$ cat src/rtl/ts_packet_arbiter.sv
// Round-robin arbiter forwarding whole PKT_LEN-byte TS packets from NUM_CH FIFOs to one stream.
// One read in flight, output register plus one-entry skid; sync_err flags a bad sync byte.
module ts_packet_arbiter #(
  parameter int NUM_CH     = 4,
  parameter int DATA_WIDTH = 8,
  parameter int PKT_LEN    = 188
) (
  input  logic                         rclk,
  input  logic                         rrst_n,
  input  logic                         enable,
  input  logic [NUM_CH-1:0]            ch_pkt_avail,
  input  logic [NUM_CH-1:0]            ch_empty,
  input  logic [NUM_CH*DATA_WIDTH-1:0] ch_rdata,
  output logic [NUM_CH-1:0]            ch_ren,
  output logic [DATA_WIDTH-1:0]        out_data,
  output logic                         out_valid,
  input  logic                         out_ready,
  output logic                         out_sop,
  output logic                         out_eop,
  output logic [$clog2(NUM_CH)-1:0]    out_ch,
  output logic                         sync_err
);
  localparam int CW = $clog2(NUM_CH);
  localparam int NW = $clog2(PKT_LEN);

  typedef enum logic [1:0] {IDLE, XFER, DRAIN} state_t;

  state_t                state;
  logic [CW-1:0]         grant;
  logic [CW-1:0]         rr_ptr;
  logic [CW-1:0]         nxt;
  logic [CW-1:0]         idx;
  logic                  found;
  logic [NW-1:0]         cnt;
  logic                  rd_pend;
  logic                  rd_sop;
  logic                  rd_eop;
  logic [DATA_WIDTH-1:0] rd_data;
  logic [DATA_WIDTH-1:0] skid_data;
  logic                  skid_vld;
  logic                  skid_sop;
  logic                  skid_eop;
  logic                  ren_any;
  logic                  cons;
  logic                  stall_in;

  always_comb begin
    found = 1'b0;
    nxt   = '0;
    idx   = '0;
    for (int i = 0; i < NUM_CH; i++) begin
      idx = CW'((int'(rr_ptr) + i) % NUM_CH);
      if (!found && ch_pkt_avail[idx]) begin
        found = 1'b1;
        nxt   = idx;
      end
    end
  end

  // A byte returning into a stalled full output would take the skid, so hold off reading then too.
  always_comb begin
    rd_data  = ch_rdata[grant*DATA_WIDTH +: DATA_WIDTH];
    cons     = out_valid && out_ready;
    stall_in = rd_pend && out_valid && !out_ready;
    ch_ren   = '0;
    if (state == XFER && !ch_empty[grant] && !skid_vld && !stall_in)
      ch_ren[grant] = 1'b1;
    ren_any  = |ch_ren;
    sync_err = rd_pend && rd_sop && (rd_data != DATA_WIDTH'(8'h47));
  end

  always_ff @(posedge rclk or negedge rrst_n) begin
    if (!rrst_n) begin
      state     <= IDLE;
      grant     <= '0;
      rr_ptr    <= '0;
      cnt       <= '0;
      rd_pend   <= 1'b0;
      rd_sop    <= 1'b0;
      rd_eop    <= 1'b0;
      skid_vld  <= 1'b0;
      skid_data <= '0;
      skid_sop  <= 1'b0;
      skid_eop  <= 1'b0;
      out_valid <= 1'b0;
      out_data  <= '0;
      out_sop   <= 1'b0;
      out_eop   <= 1'b0;
      out_ch    <= '0;
    end else begin
      rd_pend <= ren_any;
      rd_sop  <= ren_any && (cnt == '0);
      rd_eop  <= ren_any && (cnt == NW'(PKT_LEN - 1));

      if (cons) begin
        if (skid_vld) begin
          out_data <= skid_data;
          out_sop  <= skid_sop;
          out_eop  <= skid_eop;
          out_ch   <= grant;
          skid_vld <= rd_pend;
          if (rd_pend) begin
            skid_data <= rd_data;
            skid_sop  <= rd_sop;
            skid_eop  <= rd_eop;
          end
        end else if (rd_pend) begin
          out_data <= rd_data;
          out_sop  <= rd_sop;
          out_eop  <= rd_eop;
          out_ch   <= grant;
        end else begin
          out_valid <= 1'b0;
        end
      end else if (rd_pend) begin
        if (!out_valid) begin
          out_valid <= 1'b1;
          out_data  <= rd_data;
          out_sop   <= rd_sop;
          out_eop   <= rd_eop;
          out_ch    <= grant;
        end else begin
          skid_vld  <= 1'b1;
          skid_data <= rd_data;
          skid_sop  <= rd_sop;
          skid_eop  <= rd_eop;
        end
      end

      case (state)
        IDLE: begin
          if (enable && found) begin
            grant <= nxt;
            cnt   <= '0;
            state <= XFER;
          end
        end
        XFER: begin
          if (ren_any) begin
            if (cnt == NW'(PKT_LEN - 1)) begin
              cnt   <= '0;
              state <= DRAIN;
            end else begin
              cnt <= cnt + 1'b1;
            end
          end
        end
        DRAIN: begin
          if (cons && out_eop) begin
            state  <= IDLE;
            rr_ptr <= (grant == CW'(NUM_CH - 1)) ? '0 : grant + 1'b1;
          end
        end
        default: state <= IDLE;
      endcase
    end
  end
endmodule

$ cat config.mk
export PLATFORM = sky130hd
export DESIGN_NAME = ts_packet_arbiter
export DESIGN_NICKNAME = d
export VERILOG_FILES = /design/src/rtl/ts_packet_arbiter.sv
export SDC_FILE = /design/constraint.sdc
export NUM_CORES = 1
export LEC_CHECK = 0
export ABC_AREA = 1
export CORE_MARGIN = 2
export CORE_UTILIZATION = 40
export DETAILED_ROUTE_END_ITERATION = 8
export PLACE_DENSITY = 0.78
export SYNTH_ARGS = -nofsm -noshare
export SYNTH_HDL_FRONTEND = slang
export SYNTH_SLANG_ARGS = --single-unit
$ cat constraint.sdc
create_clock -name rclk -period 2.5 [get_ports rclk]
set_input_delay 0.375 -clock rclk [delete_from_list [all_inputs] [get_ports rclk]]
set_output_delay 0.375 -clock rclk [all_outputs]
set_load 0.02 [all_outputs]
==> summary.txt <==
Global route
  • First-pass GRT wire length: 11,200 um
  • Vias in the first global route: between 2,000 and 2,500
  • Antenna violations before repair: 0
  • Largest net degree at the start of global routing: 42
  • Total gr overflow: 0
  • GRT Total Usage: 0.194

Finish
  • Antenna fix cells: 0
  • P&R area growth vs syn: 33.0%
  • Nets: roughly 470
  • Fraction of layout cells with a size suffix above 1: 0.100
  • Finished Cell Area: 3390 um^2
  • Fill cells: ~570
  • Reg area: 1030 um^2
  • Area of the multi-input gates: about 1300 um^2
  • Fin cells: between 400 and 500

Drt
  • Routed Antenna Nets: 0
  • Wirelength per Cell: between 10 and 15 um
  • Vias/cell: between 5 and 6
  • Starting DRT DRC Count: between 150 and 200
  • Final wirelength: approximately 6600 um
  • DR pass1 iterations: 4
  • DR vias: between 2,000 and 3,000
  • DR DRC count: 0

Min path
  • Hold Crit Class: in -> async

Synthesis
  • Ys flop type: dfrtp_1
  • Post-synth top cells: nand2_1, nor2_1, o21ai_0, dfrtp_1, inv_1
  • Post-Synth Simple-Gate Area: 0.298
  • Cells after Synth: 350
  • Register area share after synthesis: 0.403
  • Syn Nets: 400
  • Number of synthesized flops with an enable pin: 0
  • Post-synthesis adder-cell area fraction: 0.0295
  • Post-Synth XOR/XNOR Area: 0.00688
  • Synth area leader: dfrtp_1
  • Syn Area/Cell: between 7 and 8 um^2
  • Async SR Flop Fraction: 1.00
  • Yosys Warn Count: 0
  • Distinct cells, synth: 36
  • Area contributors post-synth: dfrtp_1, nand2_1, o21ai_0, nor2_1, inv_1
  • Most numerous cell in the Yosys netlist: nand2_1
  • Mapped Area: 2550 um^2
  • Main combinational cell family by area after synthesis: simple AND/OR/NAND/NOR gates
  • Synth Register Bits: 41
  • Area share of the largest cell type after synthesis: 0.403
  • Complex-gate fraction of the synthesized area: 0.165
  • Mux contribution to synthesized area: 0.0133

Clock tree
  • Clock Tree Buf Depth: 2
  • Worst skew pair latency: around 0.29 ns
  • Post-CTS setup buffers: 0
  • CTS Sinks: about 40
  • Total CTS buffers: 5
  • Clk slew on worst S/H paths: roughly 0.08 ns
  • Root Driver: clkbuf_8
  • CTS tree: done
  • H-tree levels: 2

Place
  • Dpl hpwl: 4890 um
  • Placed cells: roughly 490
  • Port buffer count: 61
  • GPL Wtd Cong: approximately 0.85
  • Instance area at placement: 3280 um^2

STA
  • Worst-Margin Slew: 0.921 ns
  • Final setup fails: 0
  • Rel. slew slack: 0.386
  • Max-slew violations: 0
  • Final period utilization: 0.941
  • Fin Clk Skew: roughly 0.012 ns
  • Unrepaired setup endpoints after global routing: no
  • Max Clk Rate: 425 MHz
  • Setup Total Neg Slack: 0 ns
  • Min Tclk post-route: about 2.4 ns
  • Final hold vios: 0

Run status
  • Status: finished clean

Worst setup path
  • R2r setup slk: about 0.27 ns
  • CP Capture Type: primary output
  • Crit path launch type: flop
  • CP max FO: 21
  • WS Path Type: reg -> out
  • Worst setup path start: grant[0]$_DFFE_PN0P_
  • Worst R2R Path Depth: 7
  • Slowest-stage cell, CP: dfrtp_1
  • Crit path cell chain: inv_1, buf_4, o21ai_0, o22a_1, nand2_1, nor2_1, a21oi_1, dlygate4sd2_1
  • Reg-to-reg critical path startpoint: grant[0]$_DFFE_PN0P_
  • CP max stage delay: 0.41 ns
  • Crit path DAT: between 1.5 and 2 ns
  • Worst r2r dst: cnt[6]$_DFFE_PN0P_
  • Crit path required time: 2.12 ns

Pwr
  • PwrDens: 728 nW/um^2
  • Peak supply drop: roughly 0.43 mV
  • Leak Pwr: about 1.6 nW
  • Total design power: roughly 2.5 mW

Floorplanning
  • Die X: approximately 84 um
  • I/O pins: 62
  • Core Footprint: about 6200 um^2
  • Initial core utilization: 0.408
  • Die height: roughly 84 um
  • DIE AREA: ~7000 um^2
  • Site row count: 29

Run
  • Max Cap Viol: 0
## how the worst max path moves through the flow
stage          slack [ns]        end
2_1_floorplan        0.65   sync_err
3_3_place_gp        -0.03  ch_ren[0]
3_5_place_dp        -0.08  ch_ren[1]
4_1_cts              0.14   sync_err
5_1_grt              0.02   sync_err
6_report             0.15   sync_err
## where the power goes
group / switching [mW] / internal (mW)
logic: 0.523 / 0.460
clock network: 0.222 / 0.250
registers: 0.147 / 0.864
## sequential cells by signal (all words and copies together) (netlist names)
register and count:
cnt 8, out_data 8, skid_data 8, grant 2, out_ch 2, rr_ptr 2
state 2, out_eop 1, out_sop 1, out_valid 1, rd_eop 1, rd_pend 1
rd_sop 1, skid_eop 1, skid_sop 1, skid_vld 1
## cells by family after synthesis
family	Yosys count
simple gates	176
flops	41
xor+xnor	2
buf+inv	49
compound gates	73
mux	3
fa+ha+maj	6
## worst max-delay path, delay by kind of cell (launching register included)
family                 cells  cell delay, ns
AO/OA/AOI/OAI              3            0.51
buffers and inverters      3            0.65
flip-flops                 1            0.41
AND/OR/NAND/NOR            2            0.11
## layout make-up
type	count	share of cell area
Sequential cell	41	0.303
Clock inverter	1	0.00148
Tap cell	77	0.0284
Inverter	36	0.0425
Multi-Input combinational cell	260	0.388
Timing Repair Buffer	75	0.208
Clock buffer	7	0.0284
## metrics by stage
stage	setup slack (ns)	util	hold WS (ns)
3_5_place_dp	-0.0755	0.525	0.473
2_1_floorplan	0.648	-	0.0794
6_report	0.149	0.543	0.226
4_1_cts	0.141	0.543	0.250
5_1_grt	0.0152	0.543	0.289
3_3_place_gp	-0.0263	0.525	0.466
## layer usage
metal	up-vias	share of wire	track usage
li1	1282	-	-
met1	1181	0.46	0.249
met2	69	0.47	0.331
met3	6	0.061	0.0504
met4	0	0.0098	0.0440
met5	-	0	0
## what timing repair did
item                       in CTS  in global routing
gates resized for setup         7                  0
setup endpoints to repair      13                  0
hold buffers                    0                  0
## cells in the final DEF (no fill, tap or decap), types with 7 or more instances in the layout
cell type and n:
a21oi_1 10, clkdlybuf4s50_1 55, dfrtp_1 41, buf_4 14, inv_1 33, nand2_1 88, clkbuf_8 7, nor2_1 45
nand3_1 19, o21ai_0 45
Note: power is estimated with default switching activity, not from simulation.
